## src/rtl/core_pkg.sv

```systemverilog
// rtl/core_pkg.sv - shared inst field positions and sequencer state encoding
package core_pkg;

   localparam int INST_W = 18;

   localparam int NORM_B      = 17;
   localparam int OFIFO_RD_B  = 16;
   localparam int QK_ADD_LSB  = 12;
   localparam int P_ADD_LSB   = 8;
   localparam int EXECUTE_B   = 7;
   localparam int LOAD_B      = 6;
   localparam int QMEM_RD_B   = 5;
   localparam int QMEM_WR_B   = 4;
   localparam int KMEM_RD_B   = 3;
   localparam int KMEM_WR_B   = 2;
   localparam int PMEM_RD_B   = 1;
   localparam int PMEM_WR_B   = 0;

   typedef enum logic [3:0] {
      IDLE,
      KLOAD,
      KFLUSH1,
      KFLUSH2,
      GAP1,
      EXEC,
      EXEC_END,
      WAIT_OF,
      DRAIN,
      DRAIN_END,
      NORM_RD,
      NORM_DIV,
      NORM_WB,
      DONE
   } seq_state_t;

endpackage

```

## src/rtl/seq_cnt.sv

```systemverilog
// rtl/seq_cnt.sv - loadable up-counter exposing its next value and a terminal-count flag
module seq_cnt #(
   parameter int W  = 5,
   parameter int IW = 4
) (
   input  logic          clk,
   input  logic          reset,
   input  logic          load,
   input  logic [W-1:0]  load_val,
   input  logic          en,
   input  logic [W-1:0]  term,
   output logic [IW-1:0] idx_nxt,
   output logic          tc
);

   logic [W-1:0] count;
   logic [W-1:0] count_nxt;

   always_comb begin
      count_nxt = count;
      if (load) begin
         count_nxt = load_val;
      end else if (en) begin
         count_nxt = count + W'(1);
      end
   end

   always_ff @(posedge clk) begin
      if (reset) begin
         count <= '0;
      end else begin
         count <= count_nxt;
      end
   end

   // idx_nxt lets the owner register outputs aligned with the state they belong to
   assign idx_nxt = count_nxt[IW-1:0];
   assign tc      = (count == term);

endmodule

```

## src/rtl/core_inst_seq.sv

```systemverilog
// rtl/core_inst_seq.sv - autonomous K-load / Q-exec / drain / norm sequencer driving core.inst
module core_inst_seq
   import core_pkg::*;
#(
   parameter int col        = 8,
   parameter int addr_bw    = 4,
   parameter int gap_cycles = 10
) (
   input  logic               clk,
   input  logic               reset,
   input  logic               start,
   input  logic [addr_bw-1:0] cfg_nq,
   input  logic [INST_W-1:0]  host_inst,
   input  logic               ofifo_valid,
   output logic [INST_W-1:0]  inst,
   output logic               busy,
   output logic               done,
   output logic [3:0]         phase
);

   localparam int CW = addr_bw + 1;

   seq_state_t         state;
   seq_state_t         next_state;
   logic [CW-1:0]      nq_m1;
   logic [CW-1:0]      p_term;
   logic               p_load;
   logic               p_en;
   logic               p_tc;
   logic [addr_bw-1:0] p_idx;
   logic               v_load;
   logic               v_en;
   logic               v_tc;
   logic [addr_bw-1:0] v_idx;
   logic [addr_bw-1:0] k_addr;
   logic [INST_W-1:0]  next_inst;

   seq_cnt #(.W(CW), .IW(addr_bw)) u_phase_cnt (
      .clk      (clk),
      .reset    (reset),
      .load     (p_load),
      .load_val ('0),
      .en       (p_en),
      .term     (p_term),
      .idx_nxt  (p_idx),
      .tc       (p_tc)
   );

   seq_cnt #(.W(CW), .IW(addr_bw)) u_vec_cnt (
      .clk      (clk),
      .reset    (reset),
      .load     (v_load),
      .load_val ('0),
      .en       (v_en),
      .term     (nq_m1),
      .idx_nxt  (v_idx),
      .tc       (v_tc)
   );

   always_comb begin
      next_state = state;
      p_load     = 1'b0;
      p_en       = 1'b0;
      p_term     = '0;
      v_load     = 1'b0;
      v_en       = 1'b0;
      case (state)
         IDLE: begin
            if (start) begin
               next_state = KLOAD;
               p_load     = 1'b1;
            end
         end
         KLOAD: begin
            p_term = CW'(col);
            if (p_tc) next_state = KFLUSH1;
            else      p_en = 1'b1;
         end
         KFLUSH1: next_state = KFLUSH2;
         KFLUSH2: begin
            next_state = GAP1;
            p_load     = 1'b1;
         end
         GAP1: begin
            p_term = CW'(gap_cycles - 1);
            if (p_tc) begin
               next_state = EXEC;
               p_load     = 1'b1;
            end else begin
               p_en = 1'b1;
            end
         end
         EXEC: begin
            p_term = nq_m1;
            if (p_tc) next_state = EXEC_END;
            else      p_en = 1'b1;
         end
         EXEC_END: begin
            next_state = WAIT_OF;
            p_load     = 1'b1;
         end
         // counter saturates at the minimum wait, then only ofifo_valid releases
         WAIT_OF: begin
            p_term = CW'(gap_cycles - 1);
            if (!p_tc) begin
               p_en = 1'b1;
            end else if (ofifo_valid) begin
               next_state = DRAIN;
               p_load     = 1'b1;
            end
         end
         DRAIN: begin
            p_term = nq_m1;
            if (p_tc) next_state = DRAIN_END;
            else      p_en = 1'b1;
         end
         DRAIN_END: begin
            next_state = NORM_RD;
            v_load     = 1'b1;
         end
         NORM_RD:  next_state = NORM_DIV;
         NORM_DIV: next_state = NORM_WB;
         NORM_WB: begin
            if (v_tc) begin
               next_state = DONE;
            end else begin
               next_state = NORM_RD;
               v_en       = 1'b1;
            end
         end
         DONE:    next_state = IDLE;
         default: next_state = IDLE;
      endcase
   end

   // encode from the next state so inst lines up with phase after the clock edge
   always_comb begin
      next_inst = '0;
      k_addr    = p_idx - addr_bw'(1);
      case (next_state)
         IDLE: next_inst = host_inst;
         KLOAD: begin
            next_inst[LOAD_B] = 1'b1;
            if (p_idx != '0) begin
               next_inst[KMEM_RD_B]                 = 1'b1;
               next_inst[QK_ADD_LSB +: addr_bw]     = k_addr;
            end
         end
         KFLUSH1: next_inst[LOAD_B] = 1'b1;
         EXEC: begin
            next_inst[EXECUTE_B]                 = 1'b1;
            next_inst[QMEM_RD_B]                 = 1'b1;
            next_inst[QK_ADD_LSB +: addr_bw]     = p_idx;
         end
         DRAIN: begin
            next_inst[OFIFO_RD_B]                = 1'b1;
            next_inst[PMEM_WR_B]                 = 1'b1;
            next_inst[P_ADD_LSB +: addr_bw]      = p_idx;
         end
         NORM_RD: begin
            next_inst[PMEM_RD_B]                 = 1'b1;
            next_inst[P_ADD_LSB +: addr_bw]      = v_idx;
         end
         NORM_DIV: begin
            next_inst[NORM_B]                    = 1'b1;
            next_inst[P_ADD_LSB +: addr_bw]      = v_idx;
         end
         NORM_WB: begin
            next_inst[NORM_B]                    = 1'b1;
            next_inst[PMEM_WR_B]                 = 1'b1;
            next_inst[P_ADD_LSB +: addr_bw]      = v_idx;
         end
         default: next_inst = '0;
      endcase
   end

   always_ff @(posedge clk) begin
      if (reset) begin
         state <= IDLE;
         inst  <= '0;
         busy  <= 1'b0;
         done  <= 1'b0;
         nq_m1 <= '0;
      end else begin
         state <= next_state;
         inst  <= next_inst;
         busy  <= !(next_state inside {IDLE, DONE});
         done  <= (next_state == DONE);
         if (state == IDLE && start) begin
            nq_m1 <= {1'b0, cfg_nq};
         end
      end
   end

   assign phase = state;

endmodule

```

## config.mk

```make
export PLATFORM = sky130hd
export DESIGN_NAME = core_inst_seq
export DESIGN_NICKNAME = d
export VERILOG_FILES = /design/src/rtl/core_pkg.sv /design/src/rtl/seq_cnt.sv /design/src/rtl/core_inst_seq.sv
export SDC_FILE = /design/constraint.sdc
export NUM_CORES = 1
export LEC_CHECK = 0
export CORE_ASPECT_RATIO = 0.6
export CORE_MARGIN = 4
export CORE_UTILIZATION = 46
export CTS_CLUSTER_DIAMETER = 150
export DETAILED_ROUTE_END_ITERATION = 8
export PLACE_DENSITY_LB_ADDON = 0.1
export SKIP_LAST_GASP = 1
export SYNTH_ARGS = -nofsm -noshare
export SYNTH_HDL_FRONTEND = slang
export SYNTH_HIERARCHICAL = 1
export SYNTH_SLANG_ARGS = --single-unit
```

## constraint.sdc

```tcl
create_clock -name clk -period 5.5 [get_ports clk]
set_input_delay 1.1 -clock clk [delete_from_list [all_inputs] [get_ports clk]]
set_output_delay 1.1 -clock clk [all_outputs]
set_load 0.05 [all_outputs]
```

==> results of run 1 <==
[cell families (layout without fill, tap and decap cells)]
kind of cell    Yosys count  in the layout  share of synthesized area (%)
simple gates            111            111                          26.20
compound gates           59             59                          19.17
flops                    38             38                          32.37
buf+inv                  33             73                          7.934
xor+xnor                 16             16                          5.964
mux                      13             13                          6.177
fa+ha+maj                 4              4                          2.024
other cells               1             12                         0.1596
[tightest hold or removal path, cell delays in order (launching register included)]
cell and delay (ns):
dfxtp_1 0.35, mux2i_1 0.14, nor2_1 0.05
[power breakdown]
part	switching [W]	total (W)	internal, W
combinational	0.000700	0.00115	0.000454
clock	0.000110	0.000245	0.000135
sequential	0.0000813	0.000439	0.000358
total	0.000891	0.00184	0.000946
[worst paths after layout]
path,to
hold / removal,nq_m1[3]
hold reg to reg,nq_m1[3]
setup reg to reg,inst[15]
setup / recovery,inst[15]
[flip-flops by register name, indices dropped and copies added, names as in the netlist]
register / count
busy: 1
done: 1
inst: 18
nq_m1: 4
phase: 4
u_phase_cnt/count: 5
u_vec_cnt/count: 5
[cell usage after synthesis, types with 2 or more instances]
cell,number
dfxtp_1,38
nor2_1,27
nand2_1,18
a21oi_1,12
nor3_1,11
a211oi_1,9
inv_1,9
buf_2,8
buf_4,8
nand4_1,8
xnor2_1,8
xor2_1,8
a22oi_1,7
mux2i_1,7
nand3_1,7
nor2b_1,6
o21ai_0,6
clkbuf_1,5
and3_1,4
mux2_2,4
nand2b_1,4
a211oi_2,3
a2bb2oi_1,3
a31oi_1,3
and2_1,3
buf_6,3
ha_1,3
and2b_1,2
and3b_1,2
mux2_4,2
nand4_2,2
nor3b_1,2
nor4_1,2
o21ai_1,2
or3_1,2
or3b_1,2
or3b_2,2
[cells in the final DEF, fill, tap and decap left out, types with 2 or more instances in the layout]
cell             instances
clkdlybuf4s50_1         49
dfxtp_1                 38
nor2_1                  27
nand2_1                 18
a21oi_1                 12
conb_1                  12
nor3_1                  11
inv_1                    9
a211oi_1                 9
nand4_1                  8
xor2_1                   8
xnor2_1                  8
a22oi_1                  7
mux2i_1                  7
nand3_1                  7
buf_4                    7
nor2b_1                  6
o21ai_0                  6
clkbuf_8                 5
nand2b_1                 4
and3_1                   4
mux2_2                   4
and2_1                   3
a211oi_2                 3
a2bb2oi_1                3
a31oi_1                  3
ha_1                     3
or3_1                    2
nor3b_1                  2
or3b_2                   2
and3b_1                  2
or3b_1                   2
nor4_1                   2
clkinvlp_4               2
nand4_2                  2
mux2_4                   2
o21ai_1                  2
and2b_1                  2
[final cells by class]
class,count,area (um2)
repair buffers,56,543.0
clock inverters,3,45.04
clock buffers,5,68.82
inverters,9,33.78
flip-flops and latches,38,760.7
multi-input cells,215,1444
well taps,63,78.83
fillers,431,1780
[metrics by stage]
stage / instances / power (W) / setup WS [ns] / hold WS, ns
after detailed placement: 381 / 0.001573 / 0.8409 / 0.5503
after floorplan: 286 / 0.001323 / 0.9590 / 0.4980
after global placement: 381 / 0.001574 / 0.9562 / 0.5457
after global routing: 389 / 0.001958 / 0.4403 / 0.5957
final: 389 / 0.001837 / 0.7215 / 0.5719
after CTS: 389 / 0.001826 / 0.7994 / 0.5661
[layer usage]
metal  GRT usage [%]  routed length (um)
met5               0                   0
met4           3.025                  29
met3           4.961                 451
met2           24.17                2236
met1           30.26                3165
==> results.json, run 1 <==
{
  "cp_num_cells": 19,
  "drc": 0,
  "cts_max_level": 2,
  "wl_per_cell_um": 15.12,
  "finalSetupTns_ns": 0,
  "cpMostUsedCell": "buf_4",
  "worstSkewPairLatency_ns": 0.29,
  "cp.arrival_ns": 5.00,
  "ys.flop_type": "dfxtp_1",
  "synth-edff-count": 0,
  "cts_tree": "built",
  "syn-instance-count": 275,
  "post-route-min-period_ns": 4.779,
  "ios": 50,
  "avgSynthCellArea_um2": 8.545,
  "slew_headroom_pct": 49.83,
  "grt_pass1_wl_mm": 9.501,
  "worst_pin_slew_ns": 0.7515,
  "n_antenna_cell": 0,
  "crit_slowest_cell": "dfxtp_1",
  "cts.sinks": 38,
  "cp_data_required_time_ns": 5.72,
  "place_area_um2": 2860,
  "utilization_pct": 62.55,
  "routed_wl_mm": 5.883,
  "yosys_register_bits": 38,
  "cts_setup_buffers": 0,
  "r2r-start": "phase[2]",
  "cts-root-buf": "clkbuf_8",
  "async_flop_share_pct": 0,
  "min_from": "nq_m1[3]",
  "reg2reg_depth": 19,
  "drtIter0Drc": 184,
  "worst-path-buf-inv": 2,
  "track_usage_pct": 18.69,
  "clk_path_buf_depth": 2,
  "routed_via_density": 5.483,
  "setup_violations": 0,
  "grt_antenna_before_repair": 0,
  "crit_fanout": 24,
  "cts_resized": 0,
  "path_clk_slew_ns": 0.08,
  "ff2ff_setup_slack_ns": 0.72,
  "outcome": "complete, no violations",
  "path_cells": "nand2b_1 > mux2_2 > nor2_1 > and2_1 > xnor2_1 > nand3_1 > nor3_1 > buf_4 > nand2_1 > and3_1 > o41ai_1 > buf_4 > nor2b_1 > mux2_4 > a21oi_1 > nor3b_1 > or4_4 > or3b_1 > a31oi_1",
  "gp_congestion": 0.8662,
  "dr.pass1.iters": 5,
  "ys_seq_area_share_pct": 32.37,
  "critPathKind": "register to register",
  "synth_cell_types": 60,
  "port-buffer-count": 49,
  "yosysTopAreaCellShare_pct": 32.37,
  "max_cap_violations": 0,
  "rows": 19,
  "via_count": 2133,
  "fp.coreArea_um2": 4755,
  "startpoint": "phase[2]",
  "critPathTopFamily": "simple AND/OR/NAND/NOR gates",
  "finClkSkew_ns": 0.006133,
  "die_x_um": 100.3,
  "cpPeakStageDelay_ns": 0.82,
  "min_delay_path_depth": 2,
  "peakVddDrop_mv": 0.3110,
  "cts_buffers": 5,
  "fin_nets": 354,
  "grt_setup_unrepaired": "no",
  "gr-total-overflow": 0,
  "yosysWarnings": 6,
  "design_area_um2": 2974,
  "drive_gt1_share_pct": 11.35,
  "yosysTopAreaCell": "dfxtp_1",
  "cts_hold_buf": 0,
  "area_growth_pct": 26.57,
  "p_leak_nw": 1.169,
  "grt_pass1_vias": 1890,
  "power_density_nw_per_um2": 617.7,
  "netlist_top_cells_area": "dfxtp_1 (32%), nor2_1 (4.3%), mux2i_1 (3.0%)",
  "die_area_um2": 6353,
  "period_share_pct": 86.88,
  "die_y_um": 63.36,
  "ant_nets": 0,
  "hpwl_mm": 4.373,
  "fmax_ghz": 0.2093,
  "slew_violations": 0,
  "min_path_type": "register to register",
  "start_util_pct": 49.42,
  "hold_viol": 0,
  "critPathCaptureType": "register",
  "startpoint_type": "register",
  "synth_area_um2": 2350,
  "grt_max_degree": 34
}
Power figures use the tool's default switching activity.
==> run 2, diff against run 1 <==
--- a/config.mk
+++ b/config.mk
@@ -10,6 +10,7 @@
 export CORE_UTILIZATION = 46
 export CTS_CLUSTER_DIAMETER = 150
 export DETAILED_ROUTE_END_ITERATION = 8
+export GPL_TIMING_DRIVEN = 0
 export PLACE_DENSITY_LB_ADDON = 0.1
 export SKIP_LAST_GASP = 1
 export SYNTH_ARGS = -nofsm -noshare
==> run 2 against run 1 <==
First-iteration DRC count down 11%; clock power up 19%; sequential share of layout area down 1.0 points; via count up 0.61%; clock skew down 0.00053 ns; non-clock buffer count up 17; sequential power down 5.5%; final cell count up 4.4%; critical path depth up 3.
==> results.json, run 2 (synthesis results as in run 1) <==
{
  "p_clk_share_pct": 15.0,
  "r2r-end": "inst[15]",
  "clk_path_buf_depth": 2,
  "p_leak_nw": 1.257,
  "largest_reg_flops": 18,
  "gp_congestion": 0.9348,
  "p_int_w": 0.001026,
  "fill_cells": 418,
  "place_area_um2": 2960,
  "fmax_ghz": 0.2128,
  "rows": 19,
  "path_clk_slew_ns": 0.08,
  "grt_pass1_vias": 2024,
  "min_delay_path_depth": 2,
  "wl_per_cell_um": 14.98,
  "largest_register": "inst",
  "grt_setup_unrepaired": "no",
  "ff2ff_setup_slack_ns": 0.80,
  "cp.arrival_ns": 4.92,
  "via_count": 2146,
  "track_usage_pct": 20.29,
  "cts_setup_buffers": 0,
  "peakVddDrop_mv": 0.4116,
  "cts_buffers": 5,
  "dr.pass1.iters": 4,
  "worst_pin_slew_ns": 0.7664,
  "die_y_um": 63.36,
  "reg_top3": "inst x18, u_phase_cnt/count x5, u_vec_cnt/count x5",
  "finClkSkew_ns": 0.005603,
  "post-route-min-period_ns": 4.699,
  "drive_gt1_share_pct": 14.29,
  "slew_violations": 0,
  "die_x_um": 100.3,
  "grt_max_degree": 16,
  "worstSkewPairLatency_ns": 0.30,
  "startpoint_type": "register",
  "design_area_um2": 3098,
  "hold_viol": 0,
  "slew_headroom_pct": 48.52,
  "r2r-start": "phase[2]",
  "fin_nets": 371,
  "die_area_um2": 6353,
  "cts.sinks": 38,
  "power_density_nw_per_um2": 623.6,
  "cts_max_level": 2,
  "critPathKind": "register to register",
  "min_path_type": "register to register",
  "swShare_pct": 46.91,
  "grt_antenna_before_repair": 0,
  "reg2reg_depth": 22,
  "cts-root-buf": "clkbuf_8",
  "drc": 0,
  "cts_hold_buf": 0,
  "grt_pass1_wl_mm": 10.14,
  "critPathCaptureType": "register",
  "seq_power_share_pct": 21.5,
  "ios": 50,
  "start_util_pct": 49.42,
  "n_antenna_cell": 0,
  "port-buffer-count": 49,
  "p_sw_w": 0.0009063,
  "hpwl_mm": 4.647,
  "pwr-share-comb_pct": 63.5,
  "min_from": "nq_m1[3]",
  "final_cell_mix": "clkdlybuf4s50_1 (49), dfxtp_1 (38), nor2_1 (27), nand2_1 (18)",
  "gr-total-overflow": 0,
  "cp_data_required_time_ns": 5.72,
  "finalPower_w": 0.001932,
  "drtIter0Drc": 163,
  "setup_violations": 0,
  "routed_wl_mm": 6.083,
  "fp.coreArea_um2": 4755,
  "startpoint": "phase[2]",
  "area_growth_pct": 31.84,
  "max_cap_violations": 0,
  "final_common_cell": "clkdlybuf4s50_1",
  "hold_end": "nq_m1[3]",
  "ant_nets": 0,
  "routed_via_density": 5.286,
  "finalSetupTns_ns": 0,
  "cts_tree": "built",
  "crit_fanout": 10,
  "period_share_pct": 85.43,
  "cts_resized": 0,
  "outcome": "complete, no violations",
  "whs_ns": 0.5605
}
[run 2: worst max-delay path by stage]
stage / endpoint / slack (ns) / cells past startpoint
floorplan: inst[15] / 0.96 / 21
global placement: inst[15] / 0.89 / 21
detailed placement: inst[15] / 0.84 / 21
CTS: inst[15] / 0.79 / 22
global route: inst[15] / 0.34 / 22
finish: inst[15] / 0.80 / 22
[run 2: worst max-delay path, stage by stage (launching register included)]
cell	delay, ns
dfxtp_1	0.35
buf_2	0.20
buf_2	0.20
nand2b_1	0.16
o21ai_0	0.21
a22oi_1	0.10
o21ai_0	0.22
xnor2_1	0.15
nand3_1	0.09
nor3_1	0.17
buf_2	0.24
nand2_1	0.11
and3_1	0.20
o41ai_1	0.30
buf_2	0.25
nor2b_1	0.06
mux2_4	0.27
a21oi_1	0.13
buf_4	0.16
nor3b_1	0.05
or4_4	0.45
or3b_1	0.39
a31oi_1	0.17
[run 2: area by class of cell]
cell class                 instances  area (um2)  area share (%)
tap                               63       78.83           2.544
multi-input combinational        215        1444           46.61
inverter                           9       33.78           1.090
sequential                        38       760.7           24.56
clock inverter                     3       68.82           2.221
clock buffer                       5       68.82           2.221
buffer                            24       152.6           4.927
timing repair buffer              49       490.5           15.83
[run 2: power by group through the flow]
stage | logic (W) | clock network [W] | registers (W)
after floorplan | 0.000707 | 0 | 0.000617
after global placement | 0.00120 | 0 | 0.000419
after detailed placement | 0.00121 | 0 | 0.000421
after CTS | 0.00122 | 0.000295 | 0.000415
after global routing | 0.00134 | 0.000310 | 0.000426
final | 0.00123 | 0.000291 | 0.000415
[run 2: layer usage]
layer  GRT usage (%)  wire [um]  part of all wire [%]
met1           30.88       3196                    53
met2           27.39       2399                    39
met3           5.402        421                   6.9
met4           5.882         65                   1.1
met5               0          0                     0
[run 2: metrics by stage]
stage,worst slack (ns),instances,utilization (%)
finish,0.8013,406,65.16
CTS,0.7938,406,65.16
global route,0.3365,406,65.16
detailed placement,0.8390,398,62.26
floorplan,0.9590,286,-
global placement,0.8855,398,62.26
